**config.mk**
```make
export PLATFORM = sky130hd
export DESIGN_NAME = heading_steer_flat
export DESIGN_NICKNAME = d
export VERILOG_FILES = /design/src/rtl/heading_steer_if.sv /design/src/rtl/heading_steer.sv /design/src/flat_wrapper.sv
export SDC_FILE = /design/constraint.sdc
export NUM_CORES = 1
export LEC_CHECK = 0
export ABC_AREA = 1
export CELL_PAD_IN_SITES_DETAIL_PLACEMENT = 0
export CELL_PAD_IN_SITES_GLOBAL_PLACEMENT = 1
export CORE_MARGIN = 2
export CORE_UTILIZATION = 30
export CTS_BUF_LIST = sky130_fd_sc_hd__clkbuf_4 sky130_fd_sc_hd__clkbuf_8 sky130_fd_sc_hd__clkbuf_16
export DETAILED_ROUTE_END_ITERATION = 8
export DONT_BUFFER_PORTS = 1
export PLACE_DENSITY = 0.68
export SLEW_MARGIN = 20
export SYNTH_ARGS = -nofsm -noshare
export SYNTH_HDL_FRONTEND = slang
export SYNTH_SLANG_ARGS = --single-unit
```
**constraint.sdc**
```tcl
create_clock -name clk -period 6.35 [get_ports clk]
set_input_delay 0.635 -clock clk [delete_from_list [all_inputs] [get_ports clk]]
set_output_delay 0.635 -clock clk [all_outputs]
set_load 0.005 [all_outputs]
```
**src/rtl/heading_steer_if.sv**
```systemverilog
// Judge-to-steer bundle: judge result pulse plus tick in, heading/status out.
// The score signal exists only when STEER_SCORE_EN is defined.
interface heading_steer_if;
    logic               judge_ready;
    logic        [2:0]  judge_out;
    logic signed [15:0] judge_modi;
    logic               tick;
    logic        [15:0] heading;
    logic               busy;
    logic               done;
    logic               overrun;
`ifdef STEER_SCORE_EN
    logic        [15:0] score;

    modport master (output judge_ready, judge_out, judge_modi, tick,
                    input  heading, busy, done, overrun, score);
    modport slave  (input  judge_ready, judge_out, judge_modi, tick,
                    output heading, busy, done, overrun, score);
`else
    modport master (output judge_ready, judge_out, judge_modi, tick,
                    input  heading, busy, done, overrun);
    modport slave  (input  judge_ready, judge_out, judge_modi, tick,
                    output heading, busy, done, overrun);
`endif
endinterface

```
**src/rtl/heading_steer.sv**
```systemverilog
// Rotates the heading toward a judged correction by at most MAX_STEP degrees per tick.
// Optional STEER_SCORE_EN adds a saturating alignment score.
module heading_steer #(
    parameter int MAX_STEP     = 5,
    parameter int INIT_HEADING = 0
) (
    input  logic            clk,
    input  logic            rst,
    heading_steer_if.slave  steer
);
    typedef enum logic {IDLE, STEER} state_t;

    localparam logic signed [15:0] LIM    = 16'sd359;
    localparam logic signed [15:0] MAX_S  = 16'(MAX_STEP);
    localparam logic        [15:0] INIT_H = 16'(INIT_HEADING);

    state_t             state, state_n;
    logic        [15:0] heading_r, heading_n;
    logic signed [15:0] rem, rem_n;
    logic               busy_r, busy_n;
    logic               done_r, done_n;
    logic               overrun_r, overrun_n;
    logic signed [15:0] clamped;
    logic signed [15:0] step;
    logic signed [16:0] sum;

    function automatic logic signed [15:0] clamp_modi(input logic signed [15:0] v);
        if (v > LIM)  return LIM;
        if (v < -LIM) return -LIM;
        return v;
    endfunction

    // Step never exceeds 359, so a single correction brings the sum back into 0..359.
    function automatic logic [15:0] wrap_heading(input logic signed [16:0] s);
        if (s >= 17'sd360) return 16'(s - 17'sd360);
        if (s < 17'sd0)    return 16'(s + 17'sd360);
        return 16'(s);
    endfunction

    assign clamped = clamp_modi(steer.judge_modi);

    always_comb begin
        if (rem > MAX_S)       step = MAX_S;
        else if (rem < -MAX_S) step = -MAX_S;
        else                   step = rem;
    end

    assign sum = $signed({1'b0, heading_r}) + $signed({step[15], step});

    always_comb begin
        state_n   = state;
        heading_n = heading_r;
        rem_n     = rem;
        busy_n    = busy_r;
        done_n    = 1'b0;
        overrun_n = 1'b0;
        if (steer.judge_ready) begin
            // A new correction always wins over a pending tick.
            rem_n     = clamped;
            overrun_n = (state == STEER);
            if (clamped == 16'sd0) begin
                state_n = IDLE;
                busy_n  = 1'b0;
                done_n  = 1'b1;
            end else begin
                state_n = STEER;
                busy_n  = 1'b1;
            end
        end else if (state == STEER && steer.tick) begin
            heading_n = wrap_heading(sum);
            rem_n     = rem - step;
            if (rem == step) begin
                state_n = IDLE;
                busy_n  = 1'b0;
                done_n  = 1'b1;
            end
        end
    end

    always_ff @(posedge clk) begin
        if (rst) begin
            state     <= IDLE;
            heading_r <= INIT_H;
            rem       <= '0;
            busy_r    <= 1'b0;
            done_r    <= 1'b0;
            overrun_r <= 1'b0;
        end else begin
            state     <= state_n;
            heading_r <= heading_n;
            rem       <= rem_n;
            busy_r    <= busy_n;
            done_r    <= done_n;
            overrun_r <= overrun_n;
        end
    end

    assign steer.heading = heading_r;
    assign steer.busy    = busy_r;
    assign steer.done    = done_r;
    assign steer.overrun = overrun_r;

`ifdef STEER_SCORE_EN
    logic [15:0] score_r;
    logic        unused_grade;

    function automatic logic [15:0] sat_add(input logic [15:0] a, input logic [1:0] w);
        logic [16:0] s;
        s = {1'b0, a} + {15'd0, w};
        return s[16] ? 16'hFFFF : s[15:0];
    endfunction

    always_ff @(posedge clk) begin
        if (rst)
            score_r <= '0;
        else if (steer.judge_ready)
            score_r <= sat_add(score_r, 2'd3 - steer.judge_out[1:0]);
    end

    assign steer.score  = score_r;
    assign unused_grade = steer.judge_out[2];
`else
    logic unused_grade;
    assign unused_grade = ^steer.judge_out;
`endif
endmodule

```
**src/flat_wrapper.sv**
```systemverilog
// flat-port wrapper written by rule: the top's interface ports become plain ports
module heading_steer_flat 
#(
    parameter int MAX_STEP     = 5,
    parameter int INIT_HEADING = 0
)
  (clk, rst, steer_judge_ready, steer_judge_out, steer_judge_modi, steer_tick, steer_heading, steer_busy, steer_done, steer_overrun);
  heading_steer_if steer_i ();
  input  logic clk;
  input  logic rst;
  input wire logic [$bits(steer_i.judge_ready)-1:0] steer_judge_ready;
  input wire logic [$bits(steer_i.judge_out)-1:0] steer_judge_out;
  input wire logic [$bits(steer_i.judge_modi)-1:0] steer_judge_modi;
  input wire logic [$bits(steer_i.tick)-1:0] steer_tick;
  output wire logic [$bits(steer_i.heading)-1:0] steer_heading;
  output wire logic [$bits(steer_i.busy)-1:0] steer_busy;
  output wire logic [$bits(steer_i.done)-1:0] steer_done;
  output wire logic [$bits(steer_i.overrun)-1:0] steer_overrun;
  assign steer_i.judge_ready = steer_judge_ready;
  assign steer_i.judge_out = steer_judge_out;
  assign steer_i.judge_modi = steer_judge_modi;
  assign steer_i.tick = steer_tick;
  assign steer_heading = steer_i.heading;
  assign steer_busy = steer_i.busy;
  assign steer_done = steer_i.done;
  assign steer_overrun = steer_i.overrun;
  heading_steer #(.MAX_STEP(MAX_STEP), .INIT_HEADING(INIT_HEADING)) u_core (.clk(clk), .rst(rst), .steer(steer_i));
endmodule
```
Yosys cells after proc, flatten, opt, wreduce, memory -nomap -nowiden
Cells that the tools add are included.
{ "totals": {"regBits": 35, "latch_bits": 0, "ram_bits": 0, "rom_bits": 0, "out_inout_bits": 19, "wordCells": 54, "n_memories": 0} }
{ "op_classes": {"addsub": 4, "multipliers": 0, "div": 0, "n_lt_le_gt_ge": 6, "n_eq_ne": 1, "n_shift": 0, "muxes": 30, "n_bitwise": 1, "reduce_logical": 7} }
{ "ops": {"columns": ["operator", "n"], "rows": [
  ["16-bit 2-to-1 mux", 12],
  ["1-bit 2-to-1 mux", 18],
  ["17-bit by 16-bit adder with 17-bit output", 1],
  ["17-bit by 10-bit >= comparator with 1-bit output, second input constant", 1],
  ["17-bit by 1-bit less-than comparator with 1-bit output, second input constant", 1],
  ["16-bit by 10-bit adder with 16-bit output, second input constant", 1],
  ["16-bit equality test", 1],
  ["16-bit by 10-bit greater-than comparator with 1-bit output, second input constant", 1],
  ["16-bit by 4-bit greater-than comparator with 1-bit output, second input constant", 1],
  ["16-bit logical NOT", 1],
  ["16-bit by 10-bit less-than comparator with 1-bit output, second input constant", 1],
  ["16-bit by 4-bit less-than comparator with 1-bit output, second input constant", 1],
  ["16-bit by 10-bit subtractor with 16-bit output, second input constant", 1],
  ["16-bit subtractor", 1],
  ["2-bit AND reduction", 2],
  ["2-bit nonzero test", 2],
  ["2-bit OR reduction", 1],
  ["1-bit logical AND", 1],
  ["1-bit inverter", 1]
]} }

Logic depth before layout (Yosys ltp)
Gate-level depths: netlist of run 1.
{ "depth": {"depth_word": 13, "mapped_depth": 29} }

Worst setup path before layout of run 1
Ideal clock, no wire load.
{ "synth_timing": {"kind": "flip-flop to flip-flop", "from": "register u_core.rem[15]", "to": "register u_core.heading_r[4] (netlist: u_core.steer.heading[4])", "setup_time_ns": 0.109, "arrival_time_ns": 3.750, "t_required_ns": 6.241, "slack_ns": 2.491, "stages_incl_launch_ff": 26, "synth_period_minus_slack_ns": 3.859, "cell_sequence": "dfxtp_1 inv_1 nor4_1 nand4_1 ha_1 inv_1 clkbuf_1 nand3_1 ha_1 fa_1 nand2_2 a21oi_4 xnor2_1 ha_1 nor2_1 nand2_1 nand2_1 nand2_2 nand3_1 nand2_2 nand2_2 buf_6 nand2_2 nand3b_1 nand2_1 inv_1"} }
{ "synth_via": {"elab_chain_cells": 11, "elab_cells_between_ends": 20, "classes_between": "add/sub: 3; order compare: 4; mux: 13"} }
{ "synth_lines": {"columns": ["element", "line", "source"], "rows": [
  ["start, declared", "heading_steer.sv:19", "logic signed [15:0] rem, rem_n;"],
  ["start signal, assigned", "heading_steer.sv:91", "rem <= rem_n;"],
  ["16-bit by 4-bit less-than comparator with 1-bit output", "heading_steer.sv:44", "else if (rem < -MAX_S) step = -MAX_S;"],
  ["16-bit 2-to-1 mux", "heading_steer.sv:44", null],
  ["16-bit 2-to-1 mux (*)", "heading_steer.sv:43", "if (rem > MAX_S) step = MAX_S;"],
  ["17-bit by 16-bit adder with 17-bit output (*)", "heading_steer.sv:48", "assign sum = $signed({1'b0, heading_r}) + $signed({step[15], step});"],
  ["17-bit by 1-bit less-than comparator with 1-bit output", "heading_steer.sv:36", "if (s < 17'sd0) return 16'(s + 17'sd360);"],
  ["1-bit 2-to-1 mux (2 in a row)", "heading_steer.sv:36", null],
  ["1-bit 2-to-1 mux", "heading_steer.sv:69", "end else if (state == STEER && steer.tick) begin"],
  ["1-bit 2-to-1 mux", "heading_steer.sv:57", "if (steer.judge_ready) begin"],
  ["16-bit 2-to-1 mux", "heading_steer.sv:37", "return 16'(s);"],
  ["16-bit 2-to-1 mux (*)", "heading_steer.sv:36", null],
  ["end signal, assigned", "heading_steer.sv:90", "heading_r <= heading_n;"],
  ["end, declared", "heading_steer.sv:18", "logic [15:0] heading_r, heading_n;"]
]} }
Every way passes the cells marked *; elsewhere a longest branch is shown, timed or not. The select of a mux whose other input is x is not followed.
A chain may end at the register's enable or synchronous reset.

Worst setup path after layout of run 1
{ "layout_timing": {"from": "register u_core.rem[14]", "to": "register u_core.heading_r[13] (netlist: u_core.steer.heading[13])"} }
The elaborated chain is that of the path after synthesis.

==> results of run 1 <==
final cells by class:
type	count	area (sq um)	share of cell area
well taps	211	264	0.0524
inverters	132	495	0.0984
clock buffers	5	125	0.0249
flip-flops and latches	35	701	0.139
multi-input cells	655	3430	0.681
clock inverters	2	13.8	0.00273
repair buffers	1	7.51	0.00149
critical path, cell delays in order, from the launching register on:
cell,delay [ns]
dfxtp_1,0.49
nand4_1,0.13
nor4_1,0.34
nand4_1,0.14
ha_1,0.35
inv_1,0.30
nand3_1,0.19
ha_1,0.28
fa_1,0.45
nand2_2,0.13
a21oi_4,0.09
xnor2_1,0.32
ha_1,0.26
nor2_1,0.07
nand2_1,0.06
nand2_1,0.07
nand2_2,0.15
nand3_1,0.11
nand2_2,0.12
nand2_2,0.21
nand2_2,0.10
nand3_1,0.16
nand2_1,0.11
inv_1,0.04
flip-flops by register name, summed over array words and instances, names as in the netlist:
signal	count
u_core.steer.heading	16
u_core.state	1
u_core.steer.done	1
u_core.steer.overrun	1
u_core.rem	16
worst max-delay path by stage:
stage / startpoint / end / slack (ns) / depth (start not counted)
after floorplan: u_core.rem[15] / u_core.steer.heading[4] / 2.49 / 25
after global placement: u_core.rem[14] / u_core.steer.heading[13] / 1.60 / 23
after detailed placement: u_core.rem[14] / u_core.steer.heading[13] / 1.56 / 23
after CTS: u_core.rem[14] / u_core.steer.heading[13] / 1.55 / 23
after global routing: u_core.rem[14] / u_core.steer.heading[13] / 1.19 / 23
final: u_core.rem[14] / u_core.steer.heading[13] / 1.58 / 23
report_power, final:
group,switching [uW],total (uW),internal [uW]
Combinational,364,547,183
Clock,116,260,144
Sequential,19.7,255,235
kinds of logic after synthesis:
| group | after synthesis |
|---|---|
| xor+xnor | 20 |
| compound gates | 125 |
| simple gates | 473 |
| flops | 35 |
| buf+inv | 147 |
| fa+ha+maj | 37 |
synth_stat cells, types with 2 or more instances:
cell type / n
a21boi_0: 2
a21oi_1: 53
a21oi_2: 2
a221oi_1: 2
a22oi_1: 3
a31oi_1: 9
and2_1: 3
buf_2: 4
clkbuf_1: 10
dfxtp_1: 35
fa_1: 2
ha_1: 35
inv_1: 129
inv_2: 3
nand2_1: 247
nand2_2: 14
nand2_4: 4
nand3_1: 67
nand3_2: 2
nand3b_1: 3
nand4_1: 22
nor2_1: 90
nor2_2: 4
nor3_1: 9
nor4_1: 5
o21ai_0: 42
o31ai_1: 3
or2_2: 2
xnor2_1: 6
xor2_1: 14
per-layer routing:
metal / share of wire / global-route usage / up-vias
met5: 0 / 0 / -
met4: 0.019 / 0.0582 / 0
met3: 0.032 / 0.0333 / 16
met2: 0.47 / 0.327 / 85
met1: 0.48 / 0.247 / 2252
li1: - / - / 2696
cells in the final DEF, fill, tap and decap left out, drive strengths merged, types with 3 or more instances in the layout:
cell type	synthesis	layout
nand2	265	265
inv	132	132
nor2	94	94
nand3	69	69
a21oi	56	56
o21ai	42	42
ha	35	35
dfxtp	35	35
nand4	23	23
xor2	14	14
a31oi	9	9
nor3	9	9
xnor2	6	6
nor4	5	5
clkbuf	10	5
a22oi	3	3
o31ai	3	3
and2	3	3
nand3b	3	3
stage by stage:
stage	cells	cell area (sq um)	worst slack [ns]	hold slack (ns)
after global placement	1034	4900	1.60	0.475
after CTS	1041	5030	1.55	0.393
final	1041	5030	1.58	0.403
after global routing	1041	5030	1.19	0.391
after floorplan	837	4690	2.49	0.445
after detailed placement	1034	4900	1.56	0.472
==> run_results.csv, run 1 <==
group,metric,value,unit
power,ir_worst_vdd,0.100,mV
sta,rsz0062_at_grt,"no",
yosys,synthSimpleGateAreaFrac,0.439,
hold_path,min_to,"u_core.rem[1]",
sta,fin_crit_sh,0.752,
sta,finalSetupViolCount,0,
yosys,syn_nets,897,
yosys,ys_ff_latch,35,
global_routing,antenna_found_initial,0,
yosys,synth_fa_ha_area_frac,0.102,
cts,cts-htree-levels,2,
power,p_leak,0.00258,uW
critical_path,cp_max_fo,12,
global_routing,overflow,0,
cts,clkTransAtPathRegs,0.06,ns
global_routing,grt_use_total,0.192,
hold_path,hp-class,"primary input to register",
finish,layout.nets,890,
finish,nFillCells,1734,
floorplan,initial_core_util,0.307,
finish,diodes,0,
drt,drc,0,
yosys,ys_warn_count,0,
yosys,netlist_instances,837,
sta,final-max-slew-violation-count,0,
global_routing,grt_max_degree,42,
yosys,synth_largest_area_cell,"nand2_1",
sta,worstMarginPinSlew,0.549,ns
placed_design,hpwlAfterDp,12100,um
drt,drtAntennaViolNets,0,
yosys,async_flop_share,0,
critical_path,rr_endpoint,"u_core.steer.heading[13]",
yosys,ys.flop_type,"dfxtp_1",
placed_design,port_buffers,0,
floorplan,core-area,15300,sq um
yosys,synth_top_area_share,0.198,
floorplan,rows,45,
drt,drtIter0Drc,250,
floorplan,die_h,129,um
critical_path,critical_path_class,"register to register",
floorplan,die_x,129,um
yosys,synth_area_per_cell,5.60,sq um
critical_path,cp.required,6.55,ns
run,maxCapViolCount,0,
critical_path,r2r_setup_slack,1.58,ns
yosys,synth_compound_area_frac,0.151,
cts,clockBufferDepth,2,
cts,cts_root_buf,"clkbuf_16",
finish,utilization,0.330,
critical_path,end_kind,"register",
yosys,muxShareOfSynthArea,0,
hold_path,hp-start,"rst",
hold_path,holdPathStages,1,
yosys,synth_edf_count,0,
cts,cts.sink_count,35,
placed_design,gp_congestion,0.834,
cts,clock_latency,0.30,ns
critical_path,reg2reg_depth,23,
drt,vias,5049,
drt,wire_per_inst,14.5,um
global_routing,grt_pass1_wl,24800,um
drt,drt-total-wl,15100,um
cts,ctsResizeCount,0,
finish,syn_to_final_growth,7.45,%
sta,skew,0.00675,ns
critical_path,cp.arrival,4.97,ns
yosys,yosysSeqAreaShare,0.150,
cts,cts_made_buffers,5,
sta,layout_min_cycle_time,4.77,ns
finish,drive_gt1_frac,0.0506,
sta,final-hold-violation-count,0,
floorplan,ios,42,
critical_path,cp-start-kind,"register",
sta,slew_headroom,0.633,
critical_path,r2r_start,"u_core.rem[14]",
drt,firstDrtPassIters,5,
cts,cts_tree,"done",
yosys,netlist_area,4690,sq um
sta,max_freq,0.210,GHz
sta,fin_setup_tns,0,ns
yosys,ys_types,41,
cts,cts_hold_buf,0,
drt,via_per_inst,4.85,
cts,post_cts_buffers,0,
yosys,synth_top_family_by_area,"simple AND/OR/NAND/NOR gates",
global_routing,grt_pass1_vias,4828,
floorplan,die_area,16600,sq um
yosys,synth_xor_area_frac,0.0374,
yosys,synth.area.top_cells,"nand2_1 20%, dfxtp_1 15%, inv_1 10%, ha_1 9.3%, nor2_1 7.2%",
outcome,status,"complete, no violations",
power,power.density,211,nW/um^2
power,total_power,1060,uW
(Power assumes the default switching activity.)
==> run 2: changes to the inputs <==
==> constraint.sdc (replaced) <==
create_clock -name clk -period 4.64 [get_ports clk]
set_input_delay 0.464 -clock clk [delete_from_list [all_inputs] [get_ports clk]]
set_output_delay 0.464 -clock clk [all_outputs]
set_load 0.005 [all_outputs]
==> run 2 against run 1 <==
  * Critical path depth grew 3
  * Register-to-register slack lost 1.1 ns
  * Die area is the same
  * Via count grew 2.4%
  * Worst setup slack lost 1.1 ns
  * Cell area grew 3.9%
  * Non-clock buffer count grew 25
  * Critical path type unchanged
  * Highest routed layer unchanged
==> run_results.csv, run 2 (synthesis gave the netlist of run 1 again) <==
group,metric,value,unit
cts,clockBufferDepth,2,
finish,multi_input_area,3440,sq um
critical_path,crit_path_frequent_cell,"nand2_1",
finish,diodes,0,
sta,slew_headroom,0.643,
floorplan,ios,42,
placed_design,placed_area,5080,sq um
sta,rsz0062_at_grt,"no",
cts,clock_latency,0.30,ns
critical_path,cp.arrival,4.37,ns
outcome,status,"complete, no violations",
critical_path,critical_path_class,"register to register",
run,maxCapViolCount,0,
global_routing,overflow,0,
drt,drt-total-wl,15300,um
drt,drtAntennaViolNets,0,
critical_path,max_stage_delay,0.42,ns
cts,cts_made_buffers,5,
sta,final-max-slew-violation-count,0,
finish,seqCellArea,701,sq um
floorplan,core-area,15300,sq um
floorplan,die_h,129,um
floorplan,die_x,129,um
global_routing,grt_max_degree,29,
drt,drc,0,
floorplan,rows,45,
critical_path,cp.required,4.84,ns
power,ir_worst_vdd,0.137,mV
floorplan,die_area,16600,sq um
global_routing,grt_pass1_wl,25200,um
global_routing,grt_pass1_vias,5078,
global_routing,grt_use_total,0.193,
sta,fin_crit_sh,0.899,
finish,layout.nets,915,
global_routing,grt_use_met3,0.0279,
cts,clkTransAtPathRegs,0.07,ns
floorplan,initial_core_util,0.307,
sta,fin_setup_tns,0,ns
finish,nFillCells,1778,
sta,max_freq,0.240,GHz
global_routing,antenna_found_initial,0,
cts,cts_root_buf,"clkbuf_16",
power,p_leak,0.00271,uW
cts,cts_tree,"done",
finish,finalInstanceArea,5230,sq um
placed_design,gp_congestion,0.850,
finish,layout_common_cells,"247 x nand2_1, 129 x inv_1, 89 x nor2_1",
placed_design,hpwlAfterDp,12700,um
drt,wire_per_inst,14.4,um
finish,syn_to_final_growth,11.7,%
global_routing,grtUsageMet2,0.339,
sta,finalSetupViolCount,0,
power,power.density,285,nW/um^2
finish,layout_commonest_cell,"nand2_1",
critical_path,cp-start-kind,"register",
drt,vias,5168,
sta,worstMarginPinSlew,0.529,ns
drt,firstDrtPassIters,4,
critical_path,cp_max_fo,12,
sta,final-hold-violation-count,0,
drt,via_per_inst,4.85,
critical_path,slowest_stage,"fa_1",
global_routing,busiest_layer,"met2",
cts,cts.sink_count,35,
finish,drive_gt1_frac,0.0807,
drt,drtIter0Drc,225,
cts,cts-htree-levels,2,
global_routing,grt_util_met1,0.242,
hold_path,hp-class,"primary input to register",
sta,layout_min_cycle_time,4.17,ns
critical_path,end_kind,"register",
placed_design,port_buffers,0,
sta,skew,0.0101,ns
-- run 2: changes by cell type in the layout (fill, tap and decap cells not counted), sizes merged --
cell / delta
buf: +25
-- run 2: worst max-delay path, delay by kind of cell, from the launching register on --
kind	cells	cell delay [ns]
compound gates	1	0.08
simple gates	19	2.22
buf+inv	3	0.35
flops	1	0.41
fa+ha+maj	3	1.00
-- run 2: routing by layer --
metal / part of all wire / up-vias
met5: 0 / -
met4: 0.026 / 0
met3: 0.033 / 26
met2: 0.48 / 89
met1: 0.46 / 2297
li1: - / 2756
-- run 2: layout make-up --
| type | count | area share |
|---|---|---|
| well taps | 211 | 0.0505 |
| inverters | 132 | 0.0947 |
| clock buffers | 5 | 0.0239 |
| repair buffers | 26 | 0.0373 |
| clock inverters | 2 | 0.00263 |
| flip-flops and latches | 35 | 0.134 |
| multi-input cells | 655 | 0.657 |
-- run 2: path summary, 6_finish.rpt --
path                                            endpoint           start  cells past startpoint  slack, ns
worst max-delay path            u_core.steer.heading[13]   u_core.rem[2]                     26       0.47
worst min-delay path                       u_core.rem[1]             rst                      1       0.24
worst max register to register  u_core.steer.heading[13]   u_core.rem[2]                     26       0.47
worst min register to register            u_core.rem[15]  u_core.rem[15]                      2       0.48
-- run 2: power breakdown --
| part | internal (uW) | leakage (uW) | switching (uW) |
|---|---|---|---|
| Clock | 197 | 0.0000696 | 153 |
| Sequential | 321 | 0.000287 | 21.2 |
| Combinational | 289 | 0.00235 | 511 |
| Total | 807 | 0.00271 | 686 |
-- run 2: metrics by stage --
step           std cells  setup slack (ns)  hold WS (ns)  utilization  power (uW)
2_1_floorplan        837             0.781         0.445            -         945
3_3_place_gp        1059             0.372         0.470        0.333        1150
3_5_place_dp        1059             0.318         0.468        0.333        1150
4_1_cts             1066             0.303         0.224        0.342        1500
5_1_grt             1066            0.0119         0.224        0.343        1620
6_report            1066             0.471         0.237        0.343        1490
-- run 2: timing repair --
item                       in CTS  in global routing
gates resized for setup         0                  2
hold buffers                    0                  0
buffers inserted                0                  0
setup endpoints to repair       0                 13
hold endpoints to repair        0                  0
